`src/rtl/change_dispenser.sv`:
```
// Change dispenser: breaks a cent amount into quarters, dimes and nickels
// (largest coin first) and presents them one at a time to a coin ejector,
// waiting for the ejector's acknowledge before moving on to the next coin.
module change_dispenser #(
  parameter int unsigned COIN_GAP = 2
) (
  input  logic       clk,
  input  logic       rst_n,
  input  logic       start,
  input  logic [7:0] amount,
  input  logic       coin_ack,
  output logic       N_out,
  output logic       D_out,
  output logic       Q_out,
  output logic       busy,
  output logic       done,
  output logic       err,
  output logic [7:0] remaining,
  output logic [5:0] coin_cnt
);

  localparam logic [2:0] S_IDLE   = 3'd0;
  localparam logic [2:0] S_SELECT = 3'd1;
  localparam logic [2:0] S_ISSUE  = 3'd2;
  localparam logic [2:0] S_GAP    = 3'd3;
  localparam logic [2:0] S_DONE   = 3'd4;

  localparam logic [1:0] C_N = 2'd0;
  localparam logic [1:0] C_D = 2'd1;
  localparam logic [1:0] C_Q = 2'd2;

  // GAP counts down from COIN_GAP-1 to 0, so it spans exactly COIN_GAP cycles.
  localparam logic [3:0] GAP_LOAD = (COIN_GAP > 0) ? 4'(COIN_GAP - 1) : 4'd0;

  logic [2:0] state;
  logic [1:0] coin;
  logic [7:0] remaining_r;
  logic [5:0] coin_cnt_r;
  logic [3:0] gap_cnt;
  logic       reject_r;

  logic [7:0] coin_val;
  logic [7:0] rem_after;
  logic [1:0] pick;

  // Value of the coin being presented, the balance after it, and the next coin.
  always_comb begin
    // NOTE: every always_comb output gets a default first so no path can infer a latch.
    coin_val = 8'd5;
    pick     = C_N;
    case (coin)
      C_D:     coin_val = 8'd10;
      C_Q:     coin_val = 8'd25;
      default: coin_val = 8'd5;
    endcase
    if (remaining_r >= 8'd25)      pick = C_Q;
    else if (remaining_r >= 8'd10) pick = C_D;
    else                           pick = C_N;
    // Coin is always chosen not to exceed the balance, so this cannot underflow.
    rem_after = remaining_r - coin_val;
  end

  // Request FSM with balance, coin counter and gap timer.
  always_ff @(posedge clk or negedge rst_n) begin
    if (!rst_n) begin
      state       <= S_IDLE;
      coin        <= C_N;
      remaining_r <= 8'd0;
      coin_cnt_r  <= 6'd0;
      gap_cnt     <= 4'd0;
      reject_r    <= 1'b0;
    end else begin
      // NOTE: sequential state uses non-blocking assignments so every register
      // samples the values from before this edge, regardless of statement order.
      reject_r <= 1'b0;
      case (state)
        S_IDLE: begin
          if (start) begin
            if ((amount % 8'd5) != 8'd0) begin
              reject_r <= 1'b1;
            end else if (amount == 8'd0) begin
              coin_cnt_r <= 6'd0;
              state      <= S_DONE;
            end else begin
              remaining_r <= amount;
              coin_cnt_r  <= 6'd0;
              state       <= S_SELECT;
            end
          end
        end
        S_SELECT: begin
          coin  <= pick;
          state <= S_ISSUE;
        end
        S_ISSUE: begin
          if (coin_ack) begin
            remaining_r <= rem_after;
            if (coin_cnt_r != 6'h3F) coin_cnt_r <= coin_cnt_r + 6'd1;
            if (rem_after == 8'd0) begin
              state <= S_DONE;
            end else if (COIN_GAP > 0) begin
              gap_cnt <= GAP_LOAD;
              state   <= S_GAP;
            end else begin
              state <= S_SELECT;
            end
          end
        end
        S_GAP: begin
          if (gap_cnt == 4'd0) state <= S_SELECT;
          else                 gap_cnt <= gap_cnt - 4'd1;
        end
        S_DONE:  state <= S_IDLE;
        default: state <= S_IDLE;
      endcase
    end
  end

  // Moore outputs decoded from registered state only.
  always_comb begin
    N_out     = (state == S_ISSUE) && (coin == C_N);
    D_out     = (state == S_ISSUE) && (coin == C_D);
    Q_out     = (state == S_ISSUE) && (coin == C_Q);
    busy      = (state != S_IDLE);
    done      = (state == S_DONE) || reject_r;
    err       = reject_r;
    remaining = remaining_r;
    coin_cnt  = coin_cnt_r;
  end

endmodule
```
`config.mk`:
```
export PLATFORM = sky130hd
export DESIGN_NAME = change_dispenser
export DESIGN_NICKNAME = d
export VERILOG_FILES = /design/src/rtl/change_dispenser.sv
export SDC_FILE = /design/constraint.sdc
export NUM_CORES = 1
export LEC_CHECK = 0
export ABC_AREA = 1
export BUFFER_PORTS_ARGS = -buffer_cell sky130_fd_sc_hd__buf_2
export CORE_MARGIN = 8
export CORE_UTILIZATION = 30
export CTS_BUF_LIST = sky130_fd_sc_hd__clkbuf_16
export DETAILED_ROUTE_END_ITERATION = 6
export MAX_ROUTING_LAYER = met4
export PLACE_DENSITY_LB_ADDON = 0.05
export SYNTH_ARGS = -nofsm -noshare
export SYNTH_HDL_FRONTEND = slang
export SYNTH_SLANG_ARGS = --single-unit
```
`constraint.sdc`:
```
create_clock -name clk -period 8.02 [get_ports clk]
set_input_delay 1.604 -clock clk [delete_from_list [all_inputs] [get_ports clk]]
set_output_delay 1.604 -clock clk [all_outputs]
set_load 0.03 [all_outputs]
```
==> results of run 1 <==
[flip-flops by register name, indices dropped and copies added (netlist names)]
register,count
err,1
gap_cnt,4
coin_cnt,6
remaining,8
coin,2
state,3
[area by class of cell]
class                      instances  area share [%]
timing repair buffer              32            6.38
clock inverter                     1            1.18
multi-input combinational        247            54.0
clock buffer                       3            2.94
inverter                          48            7.06
tap                               99            4.86
sequential                        24            23.5
[metrics by stage]
stage          area, sq um  setup WS (ps)  instances
2_1_floorplan         2210           3820        324
3_3_place_gp          2450           2740        450
3_5_place_dp          2450           2670        450
4_1_cts               2550           2940        454
5_1_grt               2550           2450        454
6_report              2550           2910        454
[kinds of logic after synthesis]
group / after synthesis
xor+xnor: 9
flops: 24
fa+ha+maj: 14
buf+inv: 53
simple gates: 185
compound gates: 39
[metal layers]
metal	up-vias	GRT usage, %	routed length [um]
met5	-	-	0
met2	49	19.0	2640
met1	1010	15.8	2960
met3	2	2.41	270
met4	0	2.06	34
li1	1128	-	-
[worst max-delay path, stage by stage]
cell,delay [ps]
buf_2,120
inv_1,110
nand2_1,100
nand2_2,110
nand3_2,80
nand2_1,110
nand2_1,60
nand2_1,90
inv_2,50
nand2_4,80
nand2_2,70
nand2_1,80
nand2_1,60
nand2_2,100
nand3_1,170
nand2_1,170
inv_1,90
ha_1,180
inv_1,80
nand3_2,100
nand2_4,100
nand3_4,80
o21ai_1,120
nand3_1,100
o21bai_2,620
nand3_1,410
nand2_1,150
nand2_1,70
[report_power, final]
part / internal [mW] / total (mW) / leakage [nW] / switching, mW
registers: 0.165 / 0.208 / 0.312 / 0.0435
logic: 0.207 / 0.647 / 1.01 / 0.440
clock network: 0.0993 / 0.144 / 0.0511 / 0.0451
total: 0.471 / 1.00 / 1.37 / 0.528
[final timing paths]
check | endpoint | startpoint | slack [ps]
worst max-delay path | remaining[1]$_DFFE_PN0P_ | amount[7] | 2910
worst min-delay path | gap_cnt[1]$_DFFE_PN0P_ | gap_cnt[1]$_DFFE_PN0P_ | 490
worst max register to register | gap_cnt[2]$_DFFE_PN0P_ | coin[0]$_DFFE_PN0P_ | 4690
worst min register to register | gap_cnt[1]$_DFFE_PN0P_ | gap_cnt[1]$_DFFE_PN0P_ | 490
max in group asynchronous | remaining[6]$_DFFE_PN0P_ | rst_n | 6310
min in group asynchronous | coin_cnt[2]$_DFFE_PN0P_ | rst_n | 1340
[cell usage in the layout, fill, tap and decap left out, types with 7 or more instances in the layout]
| cell | instances |
|---|---|
| dfrtp_1 | 24 |
| nand4_1 | 21 |
| ha_1 | 13 |
| a21oi_1 | 7 |
| buf_2 | 31 |
| nor2_1 | 22 |
| inv_1 | 42 |
| nand2_2 | 9 |
| o21ai_0 | 20 |
| nand2_1 | 90 |
| nand3_1 | 24 |
==> impl_metrics.ini, run 1 <==
[logic_synthesis]
synthAdderAreaFrac_pct = 8.28
synthArstFlopShare_pct = 100
syn_avg_cell_area_sq_um = 6.81
yosys.area_share.simple_pct = 40.7
synth_compound_area_share_pct = 9.93
synth_mux_area_share_pct = 0
ys_ff_latch = 24
syn_inst = 324
synth-main-ff-cell = dfrtp_1
synthDistinctLibCells = 34
synth_top_family_by_area = simple AND/OR/NAND/NOR gates
synth_top_area_share_pct = 27.2
synth.area.top_cells = dfrtp_1 27%, nand2_1 15%, ha_1 7.4%
synth_top_area_cell = dfrtp_1
netlist_area_sq_um = 2210
synth_edf_count = 0
yosysMostFrequentCell = nand2_1
yosys_warnings = 0
ys_seq_area_share_pct = 27.2
synth_xor_area_share_pct = 3.57
synthesis.nets = 350
synth_common_cells = 90 x nand2_1, 42 x inv_1, 24 x dfrtp_1, 24 x nand3_1, 22 x nor2_1

[timing]
tightest_slew_ps = 781
max_freq_ghz = 0.196
fin_tns_setup_ps = 0
layout_min_cycle_time_ps = 5110
slew_headroom_pct = 47.9
hold_viol = 0
hold_slack_ps = 486
fin_skew_ps = 2.38
rsz0062_at_grt = no
finalSetupViolations = 0
period_share_pct = 63.7
final_max_slew_viol_count = 0

[die]
coreArea_sq_um = 7180
ios = 32
num_rows = 31
die_h_um = 102
initial_core_util_pct = 30.7
fp.dieW_um = 102
dieArea_sq_um = 10400

[cts]
cts_made_buffers = 3
htree_levels = 1
cts.clk_slew.worst_paths_ps = 70
cts_hold_buf = 0
ctsResizeCount = 0
root_buffer = clkbuf_16
clock_sinks = 24
tritoncts = done
post_cts_buffers = 0
ctsLongestPathBuffers = 2
clk_latency_ps = 260

[global_route]
grt_first_pass_wirelength_um = 9850
grt.total_usage_pct = 12.1
overflow = 0
grt_max_degree = 25
antenna_found_initial = 0
first_global_vias = 2045

[power_and_ir_drop]
p_leak_nw = 1.37
finalPower_mw = 1.00
p_per_area_nw_per_um2 = 392
vdd_ir_drop_max_uv = 123

[setup_path]
worstSetupPathType = in -> reg
cp-start-kind = primary input
cp.arrival_ps = 5260
worst-r2r-cell-count = 16
setup.worst_path.end_class = register
crit_fanout = 20
crit_required_ps = 8170

[final_layout]
area_delta_synth_final_pct = 15.7
multi_input_area_sq_um = 1380
drive_above_1_share_pct = 17.7
fill_cells = 790
regArea_sq_um = 601
nNetsFinal = 382
fin_util_pct = 35.6
antennaDiodeCount = 0

[min_path]
whs_path_depth = 2
worstHoldPathType = reg -> reg

[route]
routed_wl_um = 5900
first_pass_iters = 4
via_per_inst = 4.82
drt_iter0_drc = 115
vias = 2189
routedWlPerCell_um = 13.0
drc = 0
drtAntennaViolNets = 0

[place]
portBuffers = 31
gp_congestion = 0.844
hpwl_um = 4690

[job]
cap_viol_max_count = 0

[run_status]
outcome = complete, no violations
Power figures use the tool's default switching activity.
==> run 2, diff against run 1 <==
==> constraint.sdc (replaced) <==
create_clock -name clk -period 4.8 [get_ports clk]
set_input_delay 0.96 -clock clk [delete_from_list [all_inputs] [get_ports clk]]
set_output_delay 0.96 -clock clk [all_outputs]
set_load 0.03 [all_outputs]
==> impl_metrics.ini, run 2 (synthesis gave the netlist of run 1 again) <==
[min_path]
whs_path_depth = 2
worstHoldStart = gap_cnt[1]$_DFFE_PN0P_
worstHoldPathType = reg -> reg
min_to = gap_cnt[1]$_DFFE_PN0P_

[timing]
tightest_slew_ps = 637
final_max_slew_viol_count = 0
fin_tns_setup_ps = 0
finalSetupViolations = 0
period_share_pct = 82.2
slew_headroom_pct = 57.4
hold_viol = 0
rsz0062_at_grt = no
max_freq_ghz = 0.253
layout_min_cycle_time_ps = 3950
fin_skew_ps = 3.39

[power_and_ir_drop]
vdd_ir_drop_max_uv = 190
finalPower_mw = 1.68
p_leak_nw = 1.38
p_per_area_nw_per_um2 = 656

[global_route]
grt.total_usage_pct = 12.8
antenna_found_initial = 0
grt_first_pass_wirelength_um = 10400
first_global_vias = 2194
overflow = 0
grt_max_degree = 25

[route]
first_pass_iters = 4
via_per_inst = 4.72
drc = 0
drtAntennaViolNets = 0
routedWlPerCell_um = 12.9
routed_wl_um = 5850
vias = 2146
drt_iter0_drc = 115

[place]
hpwl_um = 4570
portBuffers = 31
dp.cells = 451
gp_congestion = 0.859

[cts]
cts_made_buffers = 3
htree_levels = 1
root_buffer = clkbuf_16
ctsLongestPathBuffers = 2
clk_latency_ps = 260
post_cts_buffers = 0
ctsResizeCount = 0
clock_sinks = 24
tritoncts = done
cts.clk_slew.worst_paths_ps = 70
cts_hold_buf = 0

[setup_path]
crit_fanout = 19
reg2reg_to = gap_cnt[2]$_DFFE_PN0P_
crit_required_ps = 4960
worst-r2r-cell-count = 16
cp-start-kind = primary input
slowest_stage = buf_4
cp_top_family = simple AND/OR/NAND/NOR gates
max_stage_delay_ps = 250
r2r_slack_ps = 1420
cp.arrival_ps = 4100
worstSetupPathType = in -> reg
crit_top_cell = nand2_1
critPathBufInv = 6
r2r-start = coin[0]$_DFFE_PN0P_
setup.worst_path.end_class = register

[final_layout]
nNetsFinal = 383
area_delta_synth_final_pct = 16.0
drive_above_1_share_pct = 18.0
instances_no_fill = 455
layout_common_cells = 90 x nand2_1, 42 x inv_1, 31 x buf_2
largest_reg_flops = 8
antennaDiodeCount = 0
layout_commonest_cell = nand2_1

[die]
num_rows = 31
initial_core_util_pct = 30.7
ios = 32
fp.dieW_um = 102
coreArea_sq_um = 7180
die_h_um = 102
dieArea_sq_um = 10400

[run_status]
outcome = complete, no violations

[job]
cap_viol_max_count = 0
run 2: final cells by class:
class / count / area [sq um]
well taps: 99 / 124
inverters: 48 / 180
repair buffers: 33 / 170
clock inverters: 1 / 30.0
multi-input cells: 247 / 1380
clock buffers: 3 / 75.1
fillers: 786 / 4620
flip-flops and latches: 24 / 601
run 2: metal layers:
metal,up-vias,share of wire [%],GRT usage (%)
met2,36,44,20.6
li1,1135,-,-
met3,5,3.8,1.99
met4,0,1.2,3.55
met1,970,51,16.3
met5,-,0,-
run 2: metrics by stage:
| step | hold WS [ps] | area (sq um) | worst slack (ps) | util, % |
|---|---|---|---|---|
| detailed placement | 487 | 2450 | 611 | 34.2 |
| finish | 500 | 2560 | 854 | 35.7 |
| CTS | 505 | 2560 | 874 | 35.7 |
| global placement | 468 | 2450 | 654 | 34.2 |
| global route | 520 | 2560 | 418 | 35.7 |
| floorplan | 452 | 2210 | 1240 | - |
run 2: tightest hold or removal path: cells and delay by family, from the launching register on:
kind / cells / cell delay (ps)
AO/OA/AOI/OAI: 1 / 60
flip-flops: 1 / 350
AND/OR/NAND/NOR: 1 / 60
run 2: how the worst max path moves through the flow:
stage,from,to,slack [ps],cells past startpoint
2_1_floorplan,amount[7],coin_cnt[3]$_DFFE_PN0P_,1240,28
3_3_place_gp,amount[7],coin_cnt[5]$_DFFE_PN0P_,650,29
3_5_place_dp,amount[7],coin_cnt[3]$_DFFE_PN0P_,610,29
4_1_cts,amount[7],coin_cnt[5]$_DFFE_PN0P_,870,29
5_1_grt,amount[6],coin_cnt[0]$_DFFE_PN0P_,420,28
6_report,amount[7],coin_cnt[3]$_DFFE_PN0P_,850,29
run 2: report_power, final:
part	internal, mW	switching, mW	leakage, nW
logic	0.352	0.738	1.01
clock network	0.166	0.0791	0.0511
registers	0.275	0.0690	0.312
==> run 3, diff against run 2 <==
==> constraint.sdc (replaced) <==
create_clock -name clk -period 4.1 [get_ports clk]
set_input_delay 0.82 -clock clk [delete_from_list [all_inputs] [get_ports clk]]
set_output_delay 0.82 -clock clk [all_outputs]
set_load 0.03 [all_outputs]
==> impl_metrics.ini, run 3 (synthesis gave the netlist of run 1 again) <==
[final_layout]
nNetsFinal = 386
layout_common_cells = 88 x nand2_1, 42 x inv_1, 31 x buf_2
instances_no_fill = 458
finalInstanceArea_sq_um = 2590
largest_reg_flops = 8
drive_above_1_share_pct = 19.2
layout_commonest_cell = nand2_1
area_delta_synth_final_pct = 17.5
antennaDiodeCount = 0

[setup_path]
worstSetupPathType = in -> reg
reg2reg_to = gap_cnt[2]$_DFFE_PN0P_
slowest_stage = o21bai_4
crit_required_ps = 4240
setup.worst_path.end_class = register
max_stage_delay_ps = 220
r2r-start = coin[0]$_DFFE_PN0P_
r2r_slack_ps = 740
cp.arrival_ps = 3850
cp-start-kind = primary input
crit_start = amount[7]
crit_fanout = 13
worst-r2r-cell-count = 16

[timing]
finalSetupViolations = 0
period_share_pct = 90.3
fin_tns_setup_ps = 0
hold_slack_ps = 485
hold_viol = 0
rsz0062_at_grt = no
max_freq_ghz = 0.270
tightest_slew_ps = 766
fin_skew_ps = 2.27
layout_min_cycle_time_ps = 3700
final_max_slew_viol_count = 0
slew_headroom_pct = 48.7

[cts]
cts_hold_buf = 0
clock_sinks = 24
root_buffer = clkbuf_16
tritoncts = done
clk_latency_ps = 250
htree_levels = 1
cts_made_buffers = 3
cts.clk_slew.worst_paths_ps = 60
ctsLongestPathBuffers = 2

[route]
via_per_inst = 4.69
routed_wl_um = 5890
drtAntennaViolNets = 0
drc = 0
first_pass_iters = 4
routedWlPerCell_um = 12.9
vias = 2149
drt_iter0_drc = 103

[min_path]
worstHoldStart = gap_cnt[1]$_DFFE_PN0P_
worstHoldPathType = reg -> reg
min_to = gap_cnt[1]$_DFFE_PN0P_
whs_path_depth = 2

[place]
gp_congestion = 0.798
hpwl_um = 4690
place_area_sq_um = 2480
dp.cells = 453
portBuffers = 31

[global_route]
antenna_found_initial = 0
grt_max_degree = 25
overflow = 0
first_global_vias = 2073
grt_first_pass_wirelength_um = 10000
grt.total_usage_pct = 12.5

[die]
ios = 32
fp.dieW_um = 102
num_rows = 31
dieArea_sq_um = 10400
die_h_um = 102
coreArea_sq_um = 7180
initial_core_util_pct = 30.7

[power_and_ir_drop]
p_leak_nw = 1.39
p_per_area_nw_per_um2 = 756
vdd_ir_drop_max_uv = 192

[job]
cap_viol_max_count = 0

[run_status]
outcome = complete, no violations
run 3: how the worst max path moves through the flow:
stage                               endpoint  slack (ps)  cells past startpoint
floorplan            coin_cnt[3]$_DFFE_PN0P_         680                     28
detailed placement  remaining[5]$_DFFE_PN0P_          40                     30
finish               coin_cnt[5]$_DFFE_PN0P_         400                     31
global placement    remaining[5]$_DFFE_PN0P_         130                     30
CTS                 remaining[5]$_DFFE_PN0P_         320                     30
global route         coin_cnt[5]$_DFFE_PN0P_           2                     31
run 3: what timing repair did:
| action | 4_1_cts | 5_1_grt |
|---|---|---|
| setup endpoints to repair | 0 | 14 |
| resized for setup | 0 | 5 |
| setup buffers | 0 | 1 |
run 3: where the power goes:
part	total, mW	internal, mW	leakage, nW	switching (mW)
Combinational	1.34	0.458	1.04	0.885
Clock	0.213	0.130	0.0385	0.0824
Sequential	0.404	0.323	0.312	0.0812
Total	1.96	0.910	1.39	1.05
run 3: stage by stage:
| stage | worst slack, ps | utilization [%] | total power, mW |
|---|---|---|---|
| 2_1_floorplan | 685 | - | 1.39 |
| 3_3_place_gp | 132 | 34.6 | 1.73 |
| 3_5_place_dp | 38.4 | 34.6 | 1.73 |
| 4_1_cts | 317 | 35.7 | 1.95 |
| 5_1_grt | 2.35 | 36.1 | 2.18 |
| 6_report | 396 | 36.1 | 1.96 |
run 3: metal layers:
metal | wire [um] | track usage, % | vias up
met1 | 3040 | 16.9 | 968
met3 | 203 | 1.92 | 2
met2 | 2610 | 19.4 | 37
met5 | 0 | - | -
li1 | - | - | 1142
met4 | 36 | 2.41 | 0
run 3: worst max-delay path, delay by kind of cell:
kind,cells,cell delay (ps)
AOI/OAI and AO/OA,2,340
buffers and inverters,7,680
adders and majority gates,1,180
and+or+nand+nor,21,1860
run 3: final cells by class:
| class | count | area (sq um) |
|---|---|---|
| well taps | 99 | 124 |
| inverters | 48 | 180 |
| fillers | 777 | 4580 |
| clock buffers | 3 | 75.1 |
| repair buffers | 36 | 205 |
| flip-flops and latches | 24 | 601 |
| multi-input cells | 247 | 1400 |
| clock inverters | 1 | 3.75 |
